### config.mk
export PLATFORM = sky130hd
export DESIGN_NAME = icache_fetch
export DESIGN_NICKNAME = d
export VERILOG_FILES = /design/src/rtl/icache_pkg.sv /design/src/rtl/icache_refill_fsm.sv /design/src/rtl/icache_fetch.sv
export SDC_FILE = /design/constraint.sdc
export NUM_CORES = 2
export LEC_CHECK = 0
export CORE_AREA = 2 2 567 569
export CTS_BUF_LIST = sky130_fd_sc_hd__clkbuf_8 sky130_fd_sc_hd__clkbuf_16
export CTS_CLUSTER_DIAMETER = 100
export DETAILED_ROUTE_END_ITERATION = 8
export DIE_AREA = 0 0 569 571
export PLACE_DENSITY = 0.47
export RECOVER_POWER = 25
export SLEW_MARGIN = 20
export SYNTH_ARGS = -nofsm -noshare
export SYNTH_HDL_FRONTEND = slang
export SYNTH_SLANG_ARGS = --single-unit
### constraint.sdc
create_clock -name clk -period 5.4 [get_ports clk]
set_input_delay 1.08 -clock clk [delete_from_list [all_inputs] [get_ports clk]]
set_output_delay 1.08 -clock clk [all_outputs]
set_load 0.01 [all_outputs]
### src/rtl/icache_pkg.sv
// Shared types and geometry helpers for the direct-mapped instruction cache.
package icache_pkg;

   typedef enum logic [1:0] {
      ST_IDLE   = 2'd0,
      ST_REFILL = 2'd1,
      ST_DONE   = 2'd2
   } state_t;

   function automatic int off_w(input int words_per_line);
      return $clog2(words_per_line);
   endfunction

   function automatic int idx_w(input int lines);
      return $clog2(lines);
   endfunction

   function automatic int tag_w(input int addr_w, input int lines, input int words_per_line);
      return addr_w - $clog2(lines) - $clog2(words_per_line) - 2;
   endfunction

endpackage

### src/rtl/icache_refill_fsm.sv
// Miss handling for icache_fetch: holds the miss address, walks the line word by
// word over the mem_req/mem_ready handshake and signals when the line is complete.
//
// state     | meaning
// ----------+--------------------------------------------------------------
// ST_IDLE   | lookup active; a miss latches tag/index and starts a refill
// ST_REFILL | mem_req high, one word written per mem_ready
// ST_DONE   | one bubble cycle; a flush seen during the refill is applied
module icache_refill_fsm
   import icache_pkg::*;
#(
   parameter  int LINES          = 16,
   parameter  int WORDS_PER_LINE = 4,
   parameter  int ADDR_W         = 32,
   localparam int OFF_W          = off_w(WORDS_PER_LINE),
   localparam int IDX_W          = idx_w(LINES),
   localparam int TAG_W          = tag_w(ADDR_W, LINES, WORDS_PER_LINE)
) (
   input  logic              clk,
   input  logic              rst_n,
   input  logic              i_miss,
   input  logic              i_flush,
   input  logic [TAG_W-1:0]  i_tag,
   input  logic [IDX_W-1:0]  i_idx,
   input  logic              i_mem_ready,
   output state_t            o_state,
   output logic              o_mem_req,
   output logic [ADDR_W-1:0] o_mem_addr,
   output logic              o_wr_en,
   output logic [IDX_W-1:0]  o_wr_idx,
   output logic [OFF_W-1:0]  o_wr_off,
   output logic [TAG_W-1:0]  o_wr_tag,
   output logic              o_fill_done,
   output logic              o_flush_apply
);

   localparam logic [OFF_W-1:0] LAST_WORD = OFF_W'(WORDS_PER_LINE - 1);

   state_t             r_state;
   state_t             w_next_state;
   logic [OFF_W-1:0]   r_cnt;
   logic [TAG_W-1:0]   r_tag;
   logic [IDX_W-1:0]   r_idx;
   logic               r_flush_pend;
   logic               w_last;

   assign w_last = (r_cnt == LAST_WORD);

   always_ff @(posedge clk or negedge rst_n) begin
      if (!rst_n) begin
         r_state <= ST_IDLE;
      end else begin
         r_state <= w_next_state;
      end
   end

   always_comb begin
      w_next_state  = r_state;
      o_mem_req     = 1'b0;
      o_mem_addr    = '0;
      o_wr_en       = 1'b0;
      o_fill_done   = 1'b0;
      o_flush_apply = 1'b0;
      case (r_state)
         ST_IDLE: begin
            if (i_miss) w_next_state = ST_REFILL;
         end
         ST_REFILL: begin
            o_mem_req   = 1'b1;
            o_mem_addr  = {r_tag, r_idx, r_cnt, 2'b00};
            o_wr_en     = i_mem_ready;
            o_fill_done = i_mem_ready && w_last;
            if (i_mem_ready && w_last) w_next_state = ST_DONE;
         end
         ST_DONE: begin
            o_flush_apply = r_flush_pend || i_flush;
            w_next_state  = ST_IDLE;
         end
         default: w_next_state = ST_IDLE;
      endcase
   end

   // Counter returns to 0 only on the final accepted word, i.e. when leaving REFILL.
   always_ff @(posedge clk or negedge rst_n) begin
      if (!rst_n) begin
         r_cnt        <= '0;
         r_tag        <= '0;
         r_idx        <= '0;
         r_flush_pend <= 1'b0;
      end else begin
         case (r_state)
            ST_IDLE: begin
               if (i_miss) begin
                  r_tag        <= i_tag;
                  r_idx        <= i_idx;
                  r_cnt        <= '0;
                  r_flush_pend <= 1'b0;
               end
            end
            ST_REFILL: begin
               if (i_mem_ready) r_cnt <= w_last ? '0 : r_cnt + OFF_W'(1);
               if (i_flush) r_flush_pend <= 1'b1;
            end
            ST_DONE: r_flush_pend <= 1'b0;
            default: r_flush_pend <= 1'b0;
         endcase
      end
   end

   assign o_state  = r_state;
   assign o_wr_idx = r_idx;
   assign o_wr_off = r_cnt;
   assign o_wr_tag = r_tag;

endmodule

### src/rtl/icache_fetch.sv
// Direct-mapped read-only instruction cache for the IF stage; combinational hit path.
// Define ICACHE_STATS_EN to add saturating hit_count / miss_count outputs.
module icache_fetch
   import icache_pkg::*;
#(
   parameter int LINES          = 16,
   parameter int WORDS_PER_LINE = 4,
   parameter int ADDR_W         = 32
) (
   input  logic              clk,
   input  logic              rst_n,
   input  logic [ADDR_W-1:0] pc,
   input  logic              flush,
   output logic [31:0]       instruction,
   output logic              hit,
   output logic              mem_req,
   output logic [ADDR_W-1:0] mem_addr,
   input  logic              mem_ready,
   input  logic [31:0]       mem_rdata
`ifdef ICACHE_STATS_EN
   ,
   output logic [31:0]       hit_count,
   output logic [31:0]       miss_count
`endif
);

   localparam int OFF_W = off_w(WORDS_PER_LINE);
   localparam int IDX_W = idx_w(LINES);
   localparam int TAG_W = tag_w(ADDR_W, LINES, WORDS_PER_LINE);

   logic [LINES-1:0]  r_valid;
   logic [TAG_W-1:0]  r_tags [LINES];
   logic [31:0]       r_data [LINES][WORDS_PER_LINE];

   logic [OFF_W-1:0]  w_off;
   logic [IDX_W-1:0]  w_idx;
   logic [TAG_W-1:0]  w_tag;
   logic              w_lookup;
   logic              w_idle;
   logic              w_miss;
   state_t            w_state;
   logic              w_wr_en;
   logic [IDX_W-1:0]  w_wr_idx;
   logic [OFF_W-1:0]  w_wr_off;
   logic [TAG_W-1:0]  w_wr_tag;
   logic              w_fill_done;
   logic              w_flush_apply;
   logic              w_unused_pc;

   assign w_off       = pc[OFF_W+1:2];
   assign w_idx       = pc[IDX_W+OFF_W+1:OFF_W+2];
   assign w_tag       = pc[ADDR_W-1:IDX_W+OFF_W+2];
   assign w_unused_pc = ^pc[1:0];

   // A flush in IDLE both hides the hit and suppresses a refill that cycle.
   assign w_lookup    = r_valid[w_idx] && (r_tags[w_idx] == w_tag);
   assign w_idle      = (w_state == ST_IDLE);
   assign hit         = w_idle && w_lookup && !flush;
   assign w_miss      = w_idle && !w_lookup && !flush;
   assign instruction = r_data[w_idx][w_off];

   icache_refill_fsm #(
      .LINES          (LINES),
      .WORDS_PER_LINE (WORDS_PER_LINE),
      .ADDR_W         (ADDR_W)
   ) u_refill (
      .clk           (clk),
      .rst_n         (rst_n),
      .i_miss        (w_miss),
      .i_flush       (flush),
      .i_tag         (w_tag),
      .i_idx         (w_idx),
      .i_mem_ready   (mem_ready),
      .o_state       (w_state),
      .o_mem_req     (mem_req),
      .o_mem_addr    (mem_addr),
      .o_wr_en       (w_wr_en),
      .o_wr_idx      (w_wr_idx),
      .o_wr_off      (w_wr_off),
      .o_wr_tag      (w_wr_tag),
      .o_fill_done   (w_fill_done),
      .o_flush_apply (w_flush_apply)
   );

   always_ff @(posedge clk or negedge rst_n) begin
      if (!rst_n) begin
         r_valid <= '0;
      end else if ((w_idle && flush) || w_flush_apply) begin
         r_valid <= '0;
      end else if (w_fill_done) begin
         r_valid[w_wr_idx] <= 1'b1;
      end
   end

   always_ff @(posedge clk) begin
      if (w_wr_en) r_data[w_wr_idx][w_wr_off] <= mem_rdata;
      if (w_fill_done) r_tags[w_wr_idx] <= w_wr_tag;
   end

`ifdef ICACHE_STATS_EN
   logic [31:0]       r_hit_count;
   logic [31:0]       r_miss_count;
   logic [ADDR_W-3:0] r_last_pc;
   logic              r_last_vld;

   // Only a new pc counts as a hit, so a stalled fetch is not counted twice.
   always_ff @(posedge clk or negedge rst_n) begin
      if (!rst_n) begin
         r_hit_count  <= '0;
         r_miss_count <= '0;
         r_last_pc    <= '0;
         r_last_vld   <= 1'b0;
      end else begin
         if (hit && (!r_last_vld || (pc[ADDR_W-1:2] != r_last_pc))) begin
            if (r_hit_count != 32'hFFFF_FFFF) r_hit_count <= r_hit_count + 32'd1;
            r_last_pc  <= pc[ADDR_W-1:2];
            r_last_vld <= 1'b1;
         end
         if (w_miss && (r_miss_count != 32'hFFFF_FFFF)) r_miss_count <= r_miss_count + 32'd1;
      end
   end

   assign hit_count  = r_hit_count;
   assign miss_count = r_miss_count;
`endif

endmodule

==> impl_metrics.ini <==
[yosys]
ys_top_cells_by_count = edfxtp_1 (2432), mux4_2 (747), nor2_1 (94), clkbuf_1 (88), buf_2 (75)
postSynthAreaPerCell_um2 = 24.5
synth_compound_area_frac = 0.00706
synth-edff-count = 2432
synth_area_leaders = edfxtp_1 (77%), mux4_2 (18%), dfrtp_1 (1.3%)
ys_seq_area_frac = 0.779
synth.largest_area_cell = edfxtp_1
netlist.area_leader.share = 0.766
yosys.cell_types.count = 62
ys_ff_latch = 2481
synthAdderAreaFrac = 0.000525
yosysMostFrequentCell = edfxtp_1
synth_simple_gate_area_frac = 0.0109
synthFlopType = edfxtp_1
syn_area_um2 = 95400
syn_inst = 3896
synthMuxAreaShare = 0.190
synth_top_family_by_area = multiplexers
ys_warn_count = 0
synth-xor-area-share = 0.00248
ys_async_sr_fraction = 0.0198

[critical_path]
slowest_stage = mux4_2
slowest_delay_ns = 0.61
timing.rr.end = u_refill.o_wr_tag[23]
crit_start = pc[4]
end_kind = primary output
path_cells = buf_12 > buf_16 > buf_12 > buf_12 > mux4_2 > mux4_2 > mux4_2 > clkdlybuf4s50_1
path_depth = 8
startpoint_type = input pin
cp_data_required_time_ns = 4.32
worstReg2RegStart = r_tags[7][17]
cp-endpoint = instruction[22]
rrSetupSlack_ns = 1.69
cpLargestDelayFamily = multiplexers
worstSetupPathType = in2out
worstPathArrival_ns = 4.25
crit_path_max_fanout = 17
crit_buf_inv = 5
ff2ff_path_depth = 10

[sta]
min_period_over_period = 0.987
relSlewSlack = -1.40
rsz0062_at_grt = no
min_period_ns = 5.33
holdWs_ns = 0.490
final_hold_viol_count = 0
drv_slew = 1123
max_clock_freq_mhz = 188
finalSetupViolations = 0
skew_ns = 0.0873
tns_ns = 0
worstMarginPinSlew_ns = 3.60

[clock_tree]
htree_levels = 5
cts_tree = yes
clockBufferDepth = 4
clkLatencyLatePin_ns = 0.90
clkTransAtPathRegs_ns = 0.06
numClockSinks = 2481
numCtsBuffers = 278
cts-root-buf = clkbuf_16

[placed_design]
placement.cell_area_um2 = 105000
dp.final_hpwl_um = 159000
gp_congestion = 0.763
numPortBuffers = 129

[job]
cap_violations = 18

[global_routing]
grt_pass1_wl_um = 377000
first_global_vias = 46400
grt-ovfl-total = 0
antenna_found_initial = 23
grt_util_all_layers = 0.166
grt_max_degree = 65

[drt]
first_pass_iters = 7
drt_iter0_markers = 4099
postRouteAntennaNets = 0
num_vias = 44200
vias_per_cell = 5.01
post_drt_wl_per_cell_um = 30.8
post-route-drc-count = 0
finalWirelength_um = 272000

[finish]
finalInstanceArea_um2 = 114000
fin_nets = 4479
nFillCells = 29200
syn2layout_area_growth_pct = 19.2
final_util = 0.356
layout-drive-gt1-share = 0.343

[floorplan]
initial_utilization = 0.299
die_h_um = 571
fp.coreArea_um2 = 319000
io_pins = 134
core.rowCount = 208
die-area_um2 = 325000
die_w_um = 569

[power_and_ir_drop]
ir_drop_v = 0.000237
p_total_w = 0.0446
p_leak_nw = 35.5
power_density_nw_per_um2 = 392

[hold_path]
worstHoldPathType = reg2reg

[outcome]
violations = max-capacitance violations, max-slew violations
status = finished with violations
## cell usage in the layout, fill, tap and decap left out, drive strengths merged, types with 49 or more instances in the layout
cell | synthesis | routed
clkinv | 1 | 100
mux2 | 53 | 53
mux4 | 747 | 747
edfxtp | 2432 | 2432
buf | 118 | 324
inv | 8 | 98
dfrtp | 49 | 49
nor2 | 94 | 94
clkbuf | 88 | 313
mux2i | 56 | 56
clkdlybuf4s50 | 0 | 88
## cell families after synthesis
group	after synthesis
other	1
AND/OR/NAND/NOR	219
buffers and inverters	215
flip-flops	2481
AO/OA/AOI/OAI	93
multiplexers	856
adder cells (fa/ha/maj)	4
XOR/XNOR	27
## cell type report
type | instances | area (µm²) | area share
repair buffers | 436 | 4750 | 0.0418
flip-flops and latches | 2481 | 74300 | 0.653
well taps | 4200 | 5260 | 0.0462
multi-input cells | 1201 | 20800 | 0.183
clock inverters | 206 | 1390 | 0.0122
inverters | 9 | 33.8 | 0.000297
diodes | 6 | 15.0 | 0.000132
clock buffers | 291 | 7210 | 0.0635
## flip-flops by register name, indices dropped and copies added, names as in the netlist
name                   flops
u_refill.o_wr_idx          4
r_data                  2048
u_refill.r_flush_pend      1
u_refill.o_wr_off          2
u_refill.o_wr_tag         24
r_tags                   384
r_valid                   16
u_refill.o_state           2
## power by group
part	internal, W	switching, W
logic	0.00163	0.00227
registers	0.0222	0.000590
clock network	0.0103	0.00762
## how the worst min path moves through the flow
stage / start / end / slack, ns / depth (start not counted)
2_1_floorplan: r_valid[12] / r_valid[12] / 0.46 / 1
3_3_place_gp: r_valid[5] / r_valid[5] / 0.47 / 1
3_5_place_dp: r_valid[11] / r_valid[11] / 0.48 / 1
4_1_cts: rst_n / u_refill.o_wr_tag[10] / 0.36 / 2
5_1_grt: r_valid[2] / r_valid[2] / 0.50 / 1
6_report: r_valid[2] / r_valid[2] / 0.49 / 1
## metal layers
layer,up-vias,share of wire,GRT usage
met4,2,0.018,0.0348
li1,17900,-,-
met2,1161,0.50,0.283
met3,321,0.046,0.0210
met1,24900,0.43,0.226
met5,-,0.000048,0
## through the flow
stage	worst slack [ns]	std cells
after floorplan	0.348	3897
after global placement	-0.903	8317
after detailed placement	-0.787	8317
after CTS	0.00444	8821
after global routing	0.00324	8825
final	0.0681	8830
## timing repair
| action | CTS | global route |
|---|---|---|
| cloned | 3 | 0 |
| hold buffers | 0 | 0 |
| buffers inserted | 4 | 1 |
| endpoints found under the setup margin | 2 | 1 |
| resized for setup | 30 | 2 |
| pin swaps | 9 | 6 |
Power figures use the tool's default switching activity.
